==> config.mk <==
export PLATFORM = sky130hd
export DESIGN_NAME = tea_decrypt_core
export DESIGN_NICKNAME = d
export VERILOG_FILES = /design/src/rtl/tea_pkg.sv /design/src/rtl/tea_dec_round.sv /design/src/rtl/tea_decrypt_core.sv
export SDC_FILE = /design/constraint.sdc
export NUM_CORES = 1
export LEC_CHECK = 0
export BUFFER_PORTS_ARGS = -buffer_cell sky130_fd_sc_hd__buf_2
export CORE_MARGIN = 2
export CORE_UTILIZATION = 45
export CTS_CLUSTER_SIZE = 14
export DETAILED_ROUTE_END_ITERATION = 10
export GPL_ROUTABILITY_DRIVEN = 0
export GPL_TIMING_DRIVEN = 0
export REMOVE_ABC_BUFFERS = 1
export SETUP_SLACK_MARGIN = 0.02
export SYNTH_ARGS = -nofsm -noshare
export SYNTH_HDL_FRONTEND = slang
export SYNTH_SLANG_ARGS = --single-unit
export TNS_END_PERCENT = 100
==> constraint.sdc <==
create_clock -name clk -period 20.7 [get_ports clk]
set_input_delay 2.07 -clock clk [delete_from_list [all_inputs] [get_ports clk]]
set_output_delay 2.07 -clock clk [all_outputs]
set_load 0.05 [all_outputs]
==> src/rtl/tea_pkg.sv <==
// tea_pkg: constants and FSM state type shared by the TEA encrypt and decrypt cores.
//   TEA_DELTA   : key-schedule constant added/subtracted once per round
//   TEA_ROUNDS  : standard number of full rounds
//   tea_state_e : IDLE (accepting), RUN (one round per clock), DONE (holding result)
package tea_pkg;
  localparam logic [31:0] TEA_DELTA  = 32'h9E3779B9;
  localparam int          TEA_ROUNDS = 32;

  typedef enum logic [1:0] {
    IDLE = 2'd0,
    RUN  = 2'd1,
    DONE = 2'd2
  } tea_state_e;
endpackage

==> src/rtl/tea_dec_round.sv <==
// tea_dec_round: one full, purely combinational TEA decryption round.
//   i_y, i_z : current halves of the block
//   i_sum    : round sum for this round (before the DELTA subtraction)
//   i_key    : {k0, k1, k2, k3}, k0 in the top word
//   o_y, o_z : halves after the round
// The z half is undone first and its new value feeds the y half of the same round.
module tea_dec_round
  import tea_pkg::*;
(
  input  logic [31:0]  i_y,
  input  logic [31:0]  i_z,
  input  logic [31:0]  i_sum,
  input  logic [127:0] i_key,
  output logic [31:0]  o_y,
  output logic [31:0]  o_z
);
  logic [31:0] w_k0, w_k1, w_k2, w_k3;
  logic [31:0] w_z_mix, w_z_new, w_y_mix;

  assign w_k0 = i_key[127:96];
  assign w_k1 = i_key[95:64];
  assign w_k2 = i_key[63:32];
  assign w_k3 = i_key[31:0];

  // All arithmetic wraps at 32 bits; shifts are logical with zero fill.
  assign w_z_mix = ((i_y << 4) + w_k2) ^ (i_y + i_sum) ^ ((i_y >> 5) + w_k3);
  assign w_z_new = i_z - w_z_mix;
  assign w_y_mix = ((w_z_new << 4) + w_k0) ^ (w_z_new + i_sum) ^ ((w_z_new >> 5) + w_k1);

  assign o_z = w_z_new;
  assign o_y = i_y - w_y_mix;
endmodule

==> src/rtl/tea_decrypt_core.sv <==
// tea_decrypt_core: iterative TEA decryption, one round per clock.
//   clk, rst_n          : clock, synchronous active-low reset
//   in_valid/in_ready   : ciphertext handshake (idata = {y, z}, key = {k0,k1,k2,k3})
//   out_valid/out_ready : plaintext handshake (odata = {y, z})
//   dbg_state           : current FSM state, for observation only
// Handshake: a transfer happens on a rising edge where valid and ready are both 1.
// in_ready is 1 only in IDLE and out_valid is 1 only in DONE, so the core holds
// at most one block and the DONE->IDLE edge can never also accept a new block.
module tea_decrypt_core
  import tea_pkg::*;
#(
  parameter int          ROUNDS = TEA_ROUNDS,
  parameter logic [31:0] DELTA  = TEA_DELTA
) (
  input  logic         clk,
  input  logic         rst_n,
  input  logic         in_valid,
  output logic         in_ready,
  input  logic [63:0]  idata,
  input  logic [127:0] key,
  output logic         out_valid,
  input  logic         out_ready,
  output logic [63:0]  odata,
  output tea_state_e   dbg_state
);
  // Starting sum is DELTA*ROUNDS wrapped to 32 bits; it reaches 0 after the last round.
  localparam logic [31:0] SUM_INIT = DELTA * 32'(ROUNDS);
  localparam logic [6:0]  LAST_RND = 7'(ROUNDS - 1);

  tea_state_e   r_state, w_next_state;
  logic [31:0]  r_y, r_z, r_sum;
  logic [127:0] r_key;
  logic [6:0]   r_cnt;
  logic [31:0]  w_y_next, w_z_next;
  logic         w_accept;

  tea_dec_round u_round (
    .i_y   (r_y),
    .i_z   (r_z),
    .i_sum (r_sum),
    .i_key (r_key),
    .o_y   (w_y_next),
    .o_z   (w_z_next)
  );

  assign w_accept  = in_valid && (r_state == IDLE);
  assign odata     = {r_y, r_z};
  assign dbg_state = r_state;

  always_ff @(posedge clk) begin
    if (!rst_n) r_state <= IDLE;
    else        r_state <= w_next_state;
  end

  always_comb begin
    w_next_state = r_state;
    in_ready     = 1'b0;
    out_valid    = 1'b0;
    case (r_state)
      IDLE: begin
        in_ready = 1'b1;
        if (in_valid) w_next_state = RUN;
      end
      RUN: begin
        if (r_cnt == LAST_RND) w_next_state = DONE;
      end
      DONE: begin
        out_valid = 1'b1;
        if (out_ready) w_next_state = IDLE;
      end
      default: w_next_state = IDLE;
    endcase
  end

  always_ff @(posedge clk) begin
    if (!rst_n) begin
      r_y   <= '0;
      r_z   <= '0;
      r_sum <= '0;
      r_key <= '0;
      r_cnt <= '0;
    end else if (w_accept) begin
      r_y   <= idata[63:32];
      r_z   <= idata[31:0];
      r_key <= key;
      r_sum <= SUM_INIT;
      r_cnt <= '0;
    end else if (r_state == RUN) begin
      r_y   <= w_y_next;
      r_z   <= w_z_next;
      r_sum <= r_sum - DELTA;
      r_cnt <= r_cnt + 7'd1;
    end
  end
endmodule

* Yosys cells after proc, flatten, opt, wreduce, memory -nomap -nowiden *
Index checks and enable logic that the tools add are counted.

word-level totals
  register bits = 233
  input port bits = 196
  output and inout port bits = 68
  logic and storage cells = 45

cells by class
  add/subtract/negate cells = 10
  equality and inequality tests = 6
  mux-type cells = 12
  bitwise operators = 5
  reductions and logical operators = 5

operators with widths
  cell                                           count
  2-to-1 mux 32 bit                              6
  adder 32 bit                                   4
  bitwise XOR 32 bit                             4
  adder 27 x 32 -> 32 bit                        2
  subtractor 32 bit                              2
  subtractor 32 bit, second input constant       1
  adder 7 x 1 -> 7 bit, second input constant    1
  == test 7 x 5 -> 1 bit, second input constant  1
  2-to-1 mux 2 bit                               3
  != test 2 bit, second input constant           3
  one-hot mux 2 bit (3 select lines)             1
  AND reduction 3 bit                            1
  == test 2 x 1 -> 1 bit, second input constant  1
  == test 2 bit, second input constant           1
  zero test 2 bit                                1
  2-to-1 mux 1 bit                               2
  nonzero test 2 bit                             1
  OR reduction 2 bit                             1
  logical AND 1 bit                              1
  inverter 1 bit                                 1

* Logic depth before layout (Yosys ltp) *
  depth after elaboration = 10
  mapped depth = 46
  depth with buffers taken out = 46

* By module *
Synthesis repeated with hierarchy kept, for this count alone.

unflattened totals
  cell total of the unflattened synthesis = 2668
  area total of the unflattened synthesis = 20815.0 µm²

modules (own cells, without submodules)
  module            instances  cells each  area an instance (µm²)
  tea_dec_round     1          1561        11762.5
  tea_decrypt_core  1          1107        9052.4

* Least setup slack after synthesis *
OpenSTA, ideal clock, no wires.

  path type = register to register
  start point = register r_y[5]
  end point = register r_y[31]
  library setup time = 0.073 ns
  arrival = 8.459 ns
  required time = 20.627 ns
  slack = 12.168 ns
  stages on the path, launching flop included = 38
  buffers on the path = 0
  clock period less this slack = 8.532 ns
  cell sequence = dfxtp_1 -> ha_1 -> fa_1 -> a21o_1 -> a21o_1 -> a21o_1 -> a21o_1 -> a21o_1 -> a221o_1 -> o311a_1 -> nor2_1 -> xnor2_1 -> ha_1 -> a21o_1 -> a21o_1 -> or3_1 -> o2111ai_1 -> nand2_1 -> [2 not listed] -> a21o_1 -> a31o_2 -> a41oi_1 -> o21ai_0 -> a21oi_1 -> xor2_1 -> xor2_1 -> ha_1 -> a21oi_1 -> inv_1 -> or2_2 -> o31ai_1 -> o21ai_1 -> a31oi_1 -> o21ai_0 -> xnor2_1 -> or3_1 -> o211ai_2

on the way
  longest elaborated chain between the ends = 10
  elaborated cells on any way between the ends = 14

RTL lines
  item                             RTL line                text
  from (decl)                      tea_decrypt_core.sv:31  logic [31:0] r_y, r_z, r_sum;
  from (signal assigned)           tea_decrypt_core.sv:83  r_y <= idata[63:32];
  from (signal assigned)           tea_decrypt_core.sv:89  r_y <= w_y_next;
  adder 32 bit                     tea_dec_round.sv:26     assign w_z_mix = ((i_y << 4) + w_k2) ^ (i_y + i_sum) ^ ((i_y >> 5) + w_k3);
  bitwise XOR 32 bit (2 in a row)  tea_dec_round.sv:26
  subtractor 32 bit                tea_dec_round.sv:27     assign w_z_new = i_z - w_z_mix;
  adder 32 bit                     tea_dec_round.sv:28     assign w_y_mix = ((w_z_new << 4) + w_k0) ^ (w_z_new + i_sum) ^ ((w_z_new >> 5) + w_k1);
  bitwise XOR 32 bit (2 in a row)  tea_dec_round.sv:28
  subtractor 32 bit (*)            tea_dec_round.sv:31     assign o_y = i_y - w_y_mix;
  2-to-1 mux 32 bit (*)            tea_decrypt_core.sv:88  end else if (r_state == RUN) begin
  2-to-1 mux 32 bit (*)            tea_decrypt_core.sv:82  end else if (w_accept) begin

Mark *: on every way between the ends. The rest lies on a longest branch, timed or not. The select of a mux whose other input is x is not followed.
A chain may end at the register's enable or synchronous reset.

* Worst setup path after layout *
Same ends and word-level chain as after synthesis.

==> results.tsv <==
metric	value	unit
Final HPWL DP	50.2	mm
Die X	216	um
post_cts resized	0	
Synth async-reset ratio	0	%
simple-gate area share of the yosys netlist	16.4	%
CTS tree	yes	
pin count of the biggest net entering global routing	135	
worst hold path class	reg2reg	
Starting Density	45.7	%
XOR/XNOR Fraction of Synth Area	16.9	%
status	complete, no violations	
Fillers	4356	
I/O pin count	264	
Die ar.	46800	um2
worst-path maximum fanout	6	
synth warn	0	
final hold viol count	0	
CP Data Arrival Time	11.11	ns
RSZ-0062 raised after global routing	no	
adder-cell share of the synthesized area	15.8	%
worst skew pair latency	0.58	ns
nature of the critical path endpoint	flop	
gr usage total	26.7	%
Worst path max stage delay	0.84	ns
Port-buffer cells	263	
Clock Path Buffers	3	
Slew @ Worst Pin	1.19	ns
clock-pin transition on the worst setup and hold timing paths	0.06	ns
min cycle time layout	10.60	ns
area of the core	44400	um2
Synth Area in Compound Gates	25.2	%
postcts setup bufs	0	
Post-route DRC	0	
most used cell, CP	a21o_1	
GRT overflow	0	
syn_area_per_cell	7.82	um2
layout cells sized above 1	12.6	%
H-tree depth	1	
Num CTS Buffers	28	
Clock Skew	0.0322	ns
normalized max-slew margin	19.7	%
FP Rows	77	
Seq/Total Area, Yosys	23.0	%
startpoint types	flop	
mapped cell area	20300	um2
number of synthesized flops with an enable pin	0	
Net count, final	3254	
1st-pass router iterations	6	
CP max stage cell	xnor2_1	
root buffer cell	clkbuf_16	
most common cell after layout, fill and taps aside	nand2_1	
Yosys cell types	77	
routed len/inst	18.8	um
ys flop type	dfxtp_1	
CTS sink count	233	
max-cap viol count	0	
most frequent cells in the layout	424 x nand2_1, 373 x a21oi_1, 316 x xnor2_1, 263 x buf_2, 243 x ha_1	
Max Freq	0.0943	GHz
Detailed Route WL	64.2	mm
fin crit share	51.2	%
antenna diode count	0	
WS Path Type	reg2reg	
Synth Register Bits	233	
first-pass GRT wire length	99.5	mm
Die Ht	216	um
post-synthesis mux area share	0	%
WP data required	21.21	ns
vias in the first global route	18700	
area delta synth->final	14.1	%
Finish-stage setup viols	0	
vias	19500	
hold_buf cts	0	
Syn Inst Count	2596	
remaining antenna violation count after routing	0	
starting DRC count in detailed routing	1436	
setup tns final	0	ns
drt via density	5.70	
initial antenna violation count	0	
Slew Limit Fails	0	
largest family of logic cells by synthesized area	compound AO/OA/AOI/OAI gates	
## synthesized netlist by cell type, drive strengths merged (4+ instances only)
| master | n | area [um2] |
|---|---|---|
| nor2b | 34 | 213 |
| dfxtp | 233 | 4660 |
| a31o | 8 | 70.1 |
| o21a | 24 | 180 |
| a221o | 5 | 50.1 |
| a31oi | 18 | 128 |
| a22oi | 46 | 345 |
| nor2 | 119 | 447 |
| and3 | 15 | 95.1 |
| o21ai | 90 | 450 |
| o211ai | 13 | 103 |
| buf | 14 | 60.1 |
| o31ai | 6 | 45.0 |
| a221oi | 4 | 35.0 |
| a211o | 6 | 52.6 |
| xor2 | 68 | 596 |
| nor3 | 33 | 165 |
| nand2b | 29 | 181 |
| nand3 | 57 | 285 |
| a21oi | 377 | 1900 |
| inv | 52 | 195 |
| a21boi | 9 | 67.6 |
| a211oi | 19 | 153 |
| or3 | 14 | 87.6 |
| a41oi | 11 | 111 |
| or2 | 12 | 75.1 |
| a311oi | 12 | 105 |
| xnor2 | 316 | 2770 |
| nand2 | 425 | 1600 |
| o21bai | 18 | 135 |
| o311a | 4 | 40.0 |
| ha | 243 | 3040 |
| clkbuf | 77 | 289 |
| a21o | 110 | 828 |
| and2 | 9 | 56.3 |
| fa | 8 | 160 |
| nand4 | 12 | 75.1 |
## registers in the layout, indices dropped and copies added (netlist names)
name       flops
r_key        128
r_sum         32
r_y           32
r_z           32
r_cnt          7
dbg_state      2
## per-stage QoR
step | instances | hold WS, ns | area, um2 | utilization [%] | setup slack [ns]
CTS | 3418 | 0.465 | 23200 | 52.2 | 10.27
detailed placement | 3369 | 0.454 | 22300 | 50.1 | 10.34
global placement | 3360 | 0.451 | 22000 | 49.6 | 7.10
floorplan | 2505 | 0.440 | 20000 | - | 12.15
finish | 3418 | 0.460 | 23200 | 52.2 | 10.10
global route | 3418 | 0.479 | 23200 | 52.2 | 9.56
## cell families after synthesis
logic type,count (synthesis)
xor gates and xnor gates,387
adders and majority gates,251
AOI/OAI and AO/OA,815
DFF,233
and+or+nand+nor,767
buffers and inverters,143
## worst paths after layout
path,from,endpoint,slack [ns],depth (start not counted)
worst min-delay path,r_key[69],r_key[69],0.46,2
worst max-delay path,r_y[5],r_y[31],10.10,39
worst max register to register,r_y[5],r_y[31],10.10,39
worst min register to register,r_key[69],r_key[69],0.46,2
## area by class of cell
class	count	area [um2]	share of cell area, %
Multi-Input combinational cell	2220	15100	65.3
Sequential cell	233	4660	20.1
Timing Repair Buffer	272	1530	6.62
Clock buffer	40	827	3.57
Tap cell	592	741	3.20
Inverter	52	203	0.875
Clock inverter	9	80.1	0.346
## routing by layer
metal  global-route usage, %  vias to the layer above  part of all wire, %
met5                       0                        -                    0
met2                    40.6                      615                   42
met3                    2.74                      110                  6.1
met4                    8.26                        0                  2.8
li1                        -                     9648                    -
met1                    39.3                     9102                   49
## worst max-delay path: cells and delay by family, from the launching register on
family / cells / cell delay [ns]
flip-flops: 1 / 0.43
XOR/XNOR: 5 / 1.70
adder cells (fa/ha/maj): 5 / 1.77
buffers and inverters: 1 / 0.08
AND/OR/NAND/NOR: 9 / 1.67
AO/OA/AOI/OAI: 19 / 4.89
Power is left out: the tool's default activity adds up to more than one toggle a clock period on the data nets, which glitch-free logic cannot reach.
